## config.mk

```make
export PLATFORM = sky130hd
export DESIGN_NAME = pi1_arbq
export DESIGN_NICKNAME = d
export VERILOG_FILES = /design/src/rtl/pi1_arbq_pkg.sv /design/src/rtl/pi1_arbq_sel.sv /design/src/rtl/pi1_arbq.sv
export SDC_FILE = /design/constraint.sdc
export NUM_CORES = 1
export LEC_CHECK = 0
export BUFFER_PORTS_ARGS = -buffer_cell sky130_fd_sc_hd__buf_2
export CAP_MARGIN = 25
export CORE_MARGIN = 2
export CORE_UTILIZATION = 51
export DETAILED_ROUTE_END_ITERATION = 7
export GPL_TIMING_DRIVEN = 1
export PLACE_DENSITY = 0.95
export SYNTH_ARGS = -nofsm -noshare
export SYNTH_HDL_FRONTEND = slang
export SYNTH_SLANG_ARGS = --single-unit
```

## constraint.sdc

```tcl
create_clock -name clk_i -period 5.48 [get_ports clk_i]
set_input_delay 0 -clock clk_i [delete_from_list [all_inputs] [get_ports clk_i]]
set_output_delay 0 -clock clk_i [all_outputs]
set_load 0.05 [all_outputs]
```

## src/rtl/pi1_arbq_pkg.sv

```systemverilog
// Shared definitions for the pi1 N-to-1 arbiter: op encodings, FSM states and a clog2 helper.
package pi1_arbq_pkg;

    localparam logic [1:0] PINOOP = 2'b00;
    localparam logic [1:0] PIWROP = 2'b01;
    localparam logic [1:0] PIRDOP = 2'b10;
    localparam logic [1:0] PIRWOP = 2'b11;

    typedef enum logic [1:0] {
        StIdle  = 2'd0,
        StIssue = 2'd1,
        StDone  = 2'd2
    } arbq_state_e;

    function automatic int unsigned clog2(input int unsigned v);
        int unsigned r;
        r = 0;
        while ((64'd1 << r) < 64'(v)) begin
            r++;
        end
        return r;
    endfunction

endpackage

```

## src/rtl/pi1_arbq_sel.sv

```systemverilog
// Combinational winner select: round-robin from ptr_i or fixed priority, with a burst mask.
module pi1_arbq_sel
    import pi1_arbq_pkg::*;
#(
    parameter int unsigned MASTERCOUNT = 2,
    parameter int unsigned ARBMODE     = 0,
    parameter int unsigned IDXW        = 1
) (
    input  logic [MASTERCOUNT-1:0] req_i,
    input  logic [MASTERCOUNT-1:0] mask_i,
    input  logic [IDXW-1:0]        ptr_i,
    output logic                   valid_o,
    output logic [MASTERCOUNT-1:0] gnt_o,
    output logic [IDXW-1:0]        idx_o
);

    logic [MASTERCOUNT-1:0] eff_req;
    logic [IDXW-1:0]        cand;

    always_comb begin
        // The mask only ever removes a master when someone else is still eligible.
        eff_req = ((req_i & ~mask_i) != '0) ? (req_i & ~mask_i) : req_i;
        valid_o = 1'b0;
        gnt_o   = '0;
        idx_o   = '0;
        cand    = '0;
        for (int unsigned k = 0; k < MASTERCOUNT; k++) begin
            cand = (ARBMODE == 1) ? IDXW'(k) : IDXW'((32'(ptr_i) + k) % MASTERCOUNT);
            if (!valid_o && eff_req[cand]) begin
                valid_o     = 1'b1;
                gnt_o[cand] = 1'b1;
                idx_o       = cand;
            end
        end
    end

endmodule

```

## src/rtl/pi1_arbq.sv

```systemverilog
// N-master to 1-slave pi1 arbiter with registered slave side, burst cap, watchdog and grant stats.
module pi1_arbq
    import pi1_arbq_pkg::*;
#(
    parameter int unsigned MASTERCOUNT = 2,
    parameter int unsigned ARCHBITSZ   = 32,
    parameter int unsigned ARBMODE     = 0,
    parameter int unsigned MAXBURST    = 4,
    parameter int unsigned TIMEOUT     = 1024,
    localparam int unsigned ADDRBITSZ  = ARCHBITSZ - clog2(ARCHBITSZ / 8),
    localparam int unsigned SELW       = ARCHBITSZ / 8
) (
    input  logic                            clk_i,
    input  logic                            rst_i,
    input  logic [MASTERCOUNT*2-1:0]         m_op_i,
    input  logic [MASTERCOUNT*ADDRBITSZ-1:0] m_addr_i,
    input  logic [MASTERCOUNT*ARCHBITSZ-1:0] m_data_i,
    input  logic [MASTERCOUNT*SELW-1:0]      m_sel_i,
    output logic [ARCHBITSZ-1:0]             m_data_o,
    output logic [MASTERCOUNT-1:0]           m_rdy_o,
    output logic [MASTERCOUNT-1:0]           m_err_o,
    output logic [1:0]                       s_op_o,
    output logic [ADDRBITSZ-1:0]             s_addr_o,
    output logic [ARCHBITSZ-1:0]             s_data_o,
    output logic [SELW-1:0]                  s_sel_o,
    input  logic [ARCHBITSZ-1:0]             s_data_i,
    input  logic                             s_rdy_i,
    output logic [MASTERCOUNT*16-1:0]        gntcnt_o
);

    localparam int unsigned IDXW   = (MASTERCOUNT < 2) ? 1 : clog2(MASTERCOUNT);
    localparam int unsigned WDW    = (TIMEOUT < 2) ? 1 : clog2(TIMEOUT);
    localparam int unsigned WDLAST = (TIMEOUT == 0) ? 0 : TIMEOUT - 1;

    logic [1:0]           op_arr   [MASTERCOUNT];
    logic [ADDRBITSZ-1:0] addr_arr [MASTERCOUNT];
    logic [ARCHBITSZ-1:0] data_arr [MASTERCOUNT];
    logic [SELW-1:0]      sel_arr  [MASTERCOUNT];
    logic [MASTERCOUNT-1:0] req;

    for (genvar g = 0; g < MASTERCOUNT; g++) begin : g_unpack
        assign op_arr[g]   = m_op_i[2*g +: 2];
        assign addr_arr[g] = m_addr_i[ADDRBITSZ*g +: ADDRBITSZ];
        assign data_arr[g] = m_data_i[ARCHBITSZ*g +: ARCHBITSZ];
        assign sel_arr[g]  = m_sel_i[SELW*g +: SELW];
        assign req[g]      = (m_op_i[2*g +: 2] != PINOOP);
    end

    arbq_state_e          state_q, state_d;
    logic [IDXW-1:0]      win_q, win_d;
    logic [IDXW-1:0]      ptr_q, ptr_d;
    logic [IDXW-1:0]      last_q, last_d;
    logic [7:0]           bcnt_q, bcnt_d;
    logic [WDW-1:0]       wdog_q, wdog_d;
    logic [1:0]           s_op_q, s_op_d;
    logic [ADDRBITSZ-1:0] s_addr_q, s_addr_d;
    logic [ARCHBITSZ-1:0] s_data_q, s_data_d;
    logic [SELW-1:0]      s_sel_q, s_sel_d;
    logic [ARCHBITSZ-1:0] mdata_q, mdata_d;
    logic [MASTERCOUNT-1:0] rdy_q, rdy_d;
    logic [MASTERCOUNT-1:0] err_q, err_d;
    logic [15:0]          gntcnt_q [MASTERCOUNT];
    logic [15:0]          gntcnt_d [MASTERCOUNT];

    logic [MASTERCOUNT-1:0] last_oh;
    logic [MASTERCOUNT-1:0] burst_mask;
    logic                   sel_valid;
    logic [MASTERCOUNT-1:0] sel_gnt;
    logic [IDXW-1:0]        sel_idx;
    logic                   wdog_expired;

    // Cap the previous winner only while it is still asking and somebody else is waiting.
    always_comb begin
        last_oh    = MASTERCOUNT'(1) << last_q;
        burst_mask = '0;
        if ((bcnt_q >= 8'(MAXBURST)) && req[last_q] && ((req & ~last_oh) != '0)) begin
            burst_mask = last_oh;
        end
    end

    pi1_arbq_sel #(
        .MASTERCOUNT(MASTERCOUNT),
        .ARBMODE    (ARBMODE),
        .IDXW       (IDXW)
    ) u_sel (
        .req_i  (req),
        .mask_i (burst_mask),
        .ptr_i  (ptr_q),
        .valid_o(sel_valid),
        .gnt_o  (sel_gnt),
        .idx_o  (sel_idx)
    );

    assign wdog_expired = (TIMEOUT != 0) && (wdog_q == WDW'(WDLAST));

    always_comb begin
        state_d  = state_q;
        win_d    = win_q;
        ptr_d    = ptr_q;
        last_d   = last_q;
        bcnt_d   = bcnt_q;
        wdog_d   = wdog_q;
        s_op_d   = s_op_q;
        s_addr_d = s_addr_q;
        s_data_d = s_data_q;
        s_sel_d  = s_sel_q;
        mdata_d  = mdata_q;
        rdy_d    = '0;
        err_d    = '0;
        gntcnt_d = gntcnt_q;
        unique case (state_q)
            StIdle: begin
                if (sel_valid) begin
                    state_d  = StIssue;
                    win_d    = sel_idx;
                    s_op_d   = op_arr[sel_idx];
                    s_addr_d = addr_arr[sel_idx];
                    s_data_d = data_arr[sel_idx];
                    s_sel_d  = sel_arr[sel_idx];
                    wdog_d   = '0;
                    ptr_d    = (sel_idx == IDXW'(MASTERCOUNT - 1)) ? '0 : sel_idx + IDXW'(1);
                    last_d   = sel_idx;
                    if (sel_idx == last_q) begin
                        bcnt_d = (bcnt_q == 8'hFF) ? bcnt_q : bcnt_q + 8'd1;
                    end else begin
                        bcnt_d = 8'd1;
                    end
                    for (int i = 0; i < MASTERCOUNT; i++) begin
                        if (sel_gnt[i] && (gntcnt_q[i] != 16'hFFFF)) begin
                            gntcnt_d[i] = gntcnt_q[i] + 16'd1;
                        end
                    end
                end
            end
            StIssue: begin
                // A completion in the expiry cycle wins over the abort.
                if (s_rdy_i) begin
                    mdata_d      = s_data_i;
                    rdy_d[win_q] = 1'b1;
                    s_op_d       = PINOOP;
                    state_d      = StDone;
                end else if (wdog_expired) begin
                    err_d[win_q] = 1'b1;
                    s_op_d       = PINOOP;
                    state_d      = StDone;
                end else if (TIMEOUT != 0) begin
                    wdog_d = wdog_q + WDW'(1);
                end
            end
            StDone: begin
                state_d = StIdle;
            end
            default: begin
                state_d = StIdle;
            end
        endcase
    end

    always_ff @(posedge clk_i) begin
        if (!rst_i) begin
            state_q  <= StIdle;
            win_q    <= '0;
            ptr_q    <= '0;
            last_q   <= '0;
            bcnt_q   <= '0;
            wdog_q   <= '0;
            s_op_q   <= PINOOP;
            s_addr_q <= '0;
            s_data_q <= '0;
            s_sel_q  <= '0;
            mdata_q  <= '0;
            rdy_q    <= '0;
            err_q    <= '0;
            for (int i = 0; i < MASTERCOUNT; i++) begin
                gntcnt_q[i] <= '0;
            end
        end else begin
            state_q  <= state_d;
            win_q    <= win_d;
            ptr_q    <= ptr_d;
            last_q   <= last_d;
            bcnt_q   <= bcnt_d;
            wdog_q   <= wdog_d;
            s_op_q   <= s_op_d;
            s_addr_q <= s_addr_d;
            s_data_q <= s_data_d;
            s_sel_q  <= s_sel_d;
            mdata_q  <= mdata_d;
            rdy_q    <= rdy_d;
            err_q    <= err_d;
            gntcnt_q <= gntcnt_d;
        end
    end

    for (genvar g = 0; g < MASTERCOUNT; g++) begin : g_pack
        assign gntcnt_o[16*g +: 16] = gntcnt_q[g];
    end

    assign m_data_o = mdata_q;
    assign m_rdy_o  = rdy_q;
    assign m_err_o  = err_q;
    assign s_op_o   = s_op_q;
    assign s_addr_o = s_addr_q;
    assign s_data_o = s_data_q;
    assign s_sel_o  = s_sel_q;

endmodule
```

==> flow_metrics.tcl <==
set metrics [dict create \
    run_status "finished clean" \
    unrepaired_setup_endpoints_after_global_routing "false" \
    powerDensity_mw_per_mm2 329.2 \
    resize_count_post_cts 0 \
    synth-seq-cells 158 \
    fraction_of_final_layout_cells_with_drive_strength_greater_than_1 0.2698 \
    routed_len_inst_um 19.52 \
    worstMarginPinSlew_ns 0.9082 \
    sequential_fraction_of_the_synthesis_area 0.4605 \
    worst-setup-path-type "reg -> reg" \
    synth-edff-count 0 \
    final_min_period_over_clock_period 0.6471 \
    finish.net_count 1486 \
    synthCells 872 \
    timing.max_slew.rel_slack 0.3923 \
    totalNegativeSetupSlack_ns 0 \
    synth_top_area_share 0.4605 \
    power.ir.vdd_worst_mv 0.2562 \
    cts-root-to-sink-buffers 2 \
    finalInstanceArea_mm2 0.01080 \
    post_synth_most_frequent_cells "nand2_1 (228), dfxtp_1 (158), o21ai_0 (79)" \
    worstSetupEndpointType "flop" \
    critPathRequiredTime_ns 5.84 \
    power.static_leakage_nw 4.823 \
    timing.critical_path.from_type "flop" \
    routability_cong 0.8611 \
    start_util 0.5208 \
    finalCoreUtilization 0.8186 \
    timing.final.max_slew_violations 0 \
    first_pass_iters 8 \
    timing.final.crit_period_ns 3.546 \
    synth-main-ff-cell "dfxtp_1" \
    routed_via_density 6.105 \
    holdBufCountCts 169 \
    fp-row-count 42 \
    fp.dieArea_mm2 0.01441 \
    postSynthNetCount 1048 \
    yosys.area.top_type "dfxtp_1" \
    syn-mean-instance-area_um2 7.877 \
    detailedRoute.firstIterationViolations 1048 \
    tritoncts_clock_tree "yes" \
    cts_made_buffers 17 \
    grt_pass1_wl_um 46370 \
    detailed_place.area_mm2 0.008462 \
    route.vias.total 9163 \
    worst-endpoint-arrival_ns 3.91 \
    yosysWarningCount 0 \
    synth.most_common_cell "nand2_1" \
    design.core.area_mm2 0.01319 \
    globalRouteOverflowTotal 0 \
    dp_worst_setup_slack_ns 2.695 \
    io_buffers 306 \
    setup_violations 0 \
    path_type_of_the_worst_min_delay_path "in -> reg" \
    grt_max_degree 95 \
    grt_pass1_vias 8812 \
    max_freq_mhz 282.0 \
    report.power.total_w 0.003555 \
    clk_pin_slew_ns 0.07 \
    max_cap_viol_count 0 \
    clock-sinks 158 \
    crit_fanout 86 \
    clock_insertion_delay_worst_skew_ns 0.43 \
    syn-cell-area_mm2 0.006869 \
    finalWirelength_um 29310 \
    die_h_um 120.1 \
    antenna_found_initial 2 \
    globalRouteTotalUtil 0.4083 \
    post_cts_buffers 0 \
    postSynth.asyncResetShare 0 \
    flow.area_growth_from_synthesis_pct 57.20 \
    clockRootBuffer "clkbuf_16" \
    yosys.cell_types.count 48 \
    synth_area_leaders "dfxtp_1 (46%), nand2_1 (12%), a31oi_1 (6.3%), o21ai_0 (5.8%), a21oi_1 (4.6%)" \
    dieWidth_um 120.1 \
    drc 0 \
    clock_skew_ns 0.01482 \
    fin_hold_viols 0 \
    cts.htree.levels 4 \
    postLayoutSetupSlackWorst_ns 1.934 \
    route.antenna.remaining_nets 0 \
    ios 307 \
    dp_hpwl_um 14570 \
    nFillCells 720 \
]
-- per-layer routing --
layer	wire [um]	part of all wire	GRT usage
met5	0	0	0.02206
met4	2262	0.077	0.2618
met3	3264	0.11	0.1397
met2	13710	0.47	0.6584
met1	10070	0.34	0.4579
-- stage by stage --
stage | instances | hold WS, ns
after global routing | 1500 | 0.1876
after CTS | 1499 | 0.1167
after floorplan | 872 | 0.1360
after global placement | 1297 | 0.2401
final | 1501 | 0.1641
after detailed placement | 1298 | 0.2481
-- worst max-delay path, stage by stage, from the launching register on --
cell	delay [ns]
dfxtp_1	0.34
nor2_1	0.45
a21boi_4	0.30
buf_4	0.47
buf_4	0.72
o21ai_0	0.27
a31oi_1	0.30
dlygate4sd3_1	0.60
-- layout make-up --
type                       instances  area [um2]  area share
multi-input combinational        641        3433      0.3180
timing repair buffer             483        3303      0.3059
sequential                       158        3163      0.2929
clock buffer                      20       456.7     0.04229
tap                              176       220.2     0.02039
clock inverter                    12       182.7     0.01692
inverter                           9       33.78    0.003129
antenna                            2       5.005   0.0004635
-- worst paths after layout --
kind	start	endpoint	slack (ns)	cells past startpoint
setup reg to reg	state_q[1]	s_addr_o[6]	1.93	7
setup / recovery	state_q[1]	s_addr_o[6]	1.93	7
hold / removal	m_op_i[0]	last_q	0.16	5
hold reg to reg	m_data_o[21]	m_data_o[21]	0.45	2
-- power by group --
part	internal (W)	total, W	leakage (nW)	switching (W)
combinational	0.000315	0.000959	3.24	0.000644
sequential	0.00124	0.00130	1.29	0.0000641
clock	0.000790	0.00129	0.292	0.000505
-- state kept, by name (all words and copies together) (netlist names), 4 cells and up --
| signal | cells |
|---|---|
| wdog_q | 10 |
| bcnt_q | 8 |
| s_sel_o | 4 |
| m_data_o | 32 |
| s_data_o | 32 |
| s_addr_o | 30 |
| gntcnt_o | 32 |
-- placed cells by master (no fill, tap or decap), drive strengths merged, types with 6 or more instances in the layout --
cell type    count
buf            314
nand2          228
dlygate4sd3    169
dfxtp          158
o21ai           79
a31oi           69
a21oi           63
nor2            27
nand3           25
clkbuf          20
o31ai           17
or4             15
mux2i           13
or3             11
nand2b          10
inv             10
nor3             9
nand4            8
and4             8
xor2             6
clkinvlp         6
nor4             6
-- kinds of logic (layout without fill, tap and decap cells) --
group,count (synthesis),in the layout,synth area share
AND/OR/NAND/NOR,363,363,0.2419
AO/OA/AOI/OAI,250,250,0.2138
flip-flops,158,158,0.4605
buffers and inverters,73,524,0.04299
multiplexers,13,13,0.01894
XOR/XNOR,10,10,0.01275
adder cells (fa/ha/maj),5,5,0.009107
other,0,2,0
No activity file was read; power rests on OpenSTA's default activity.
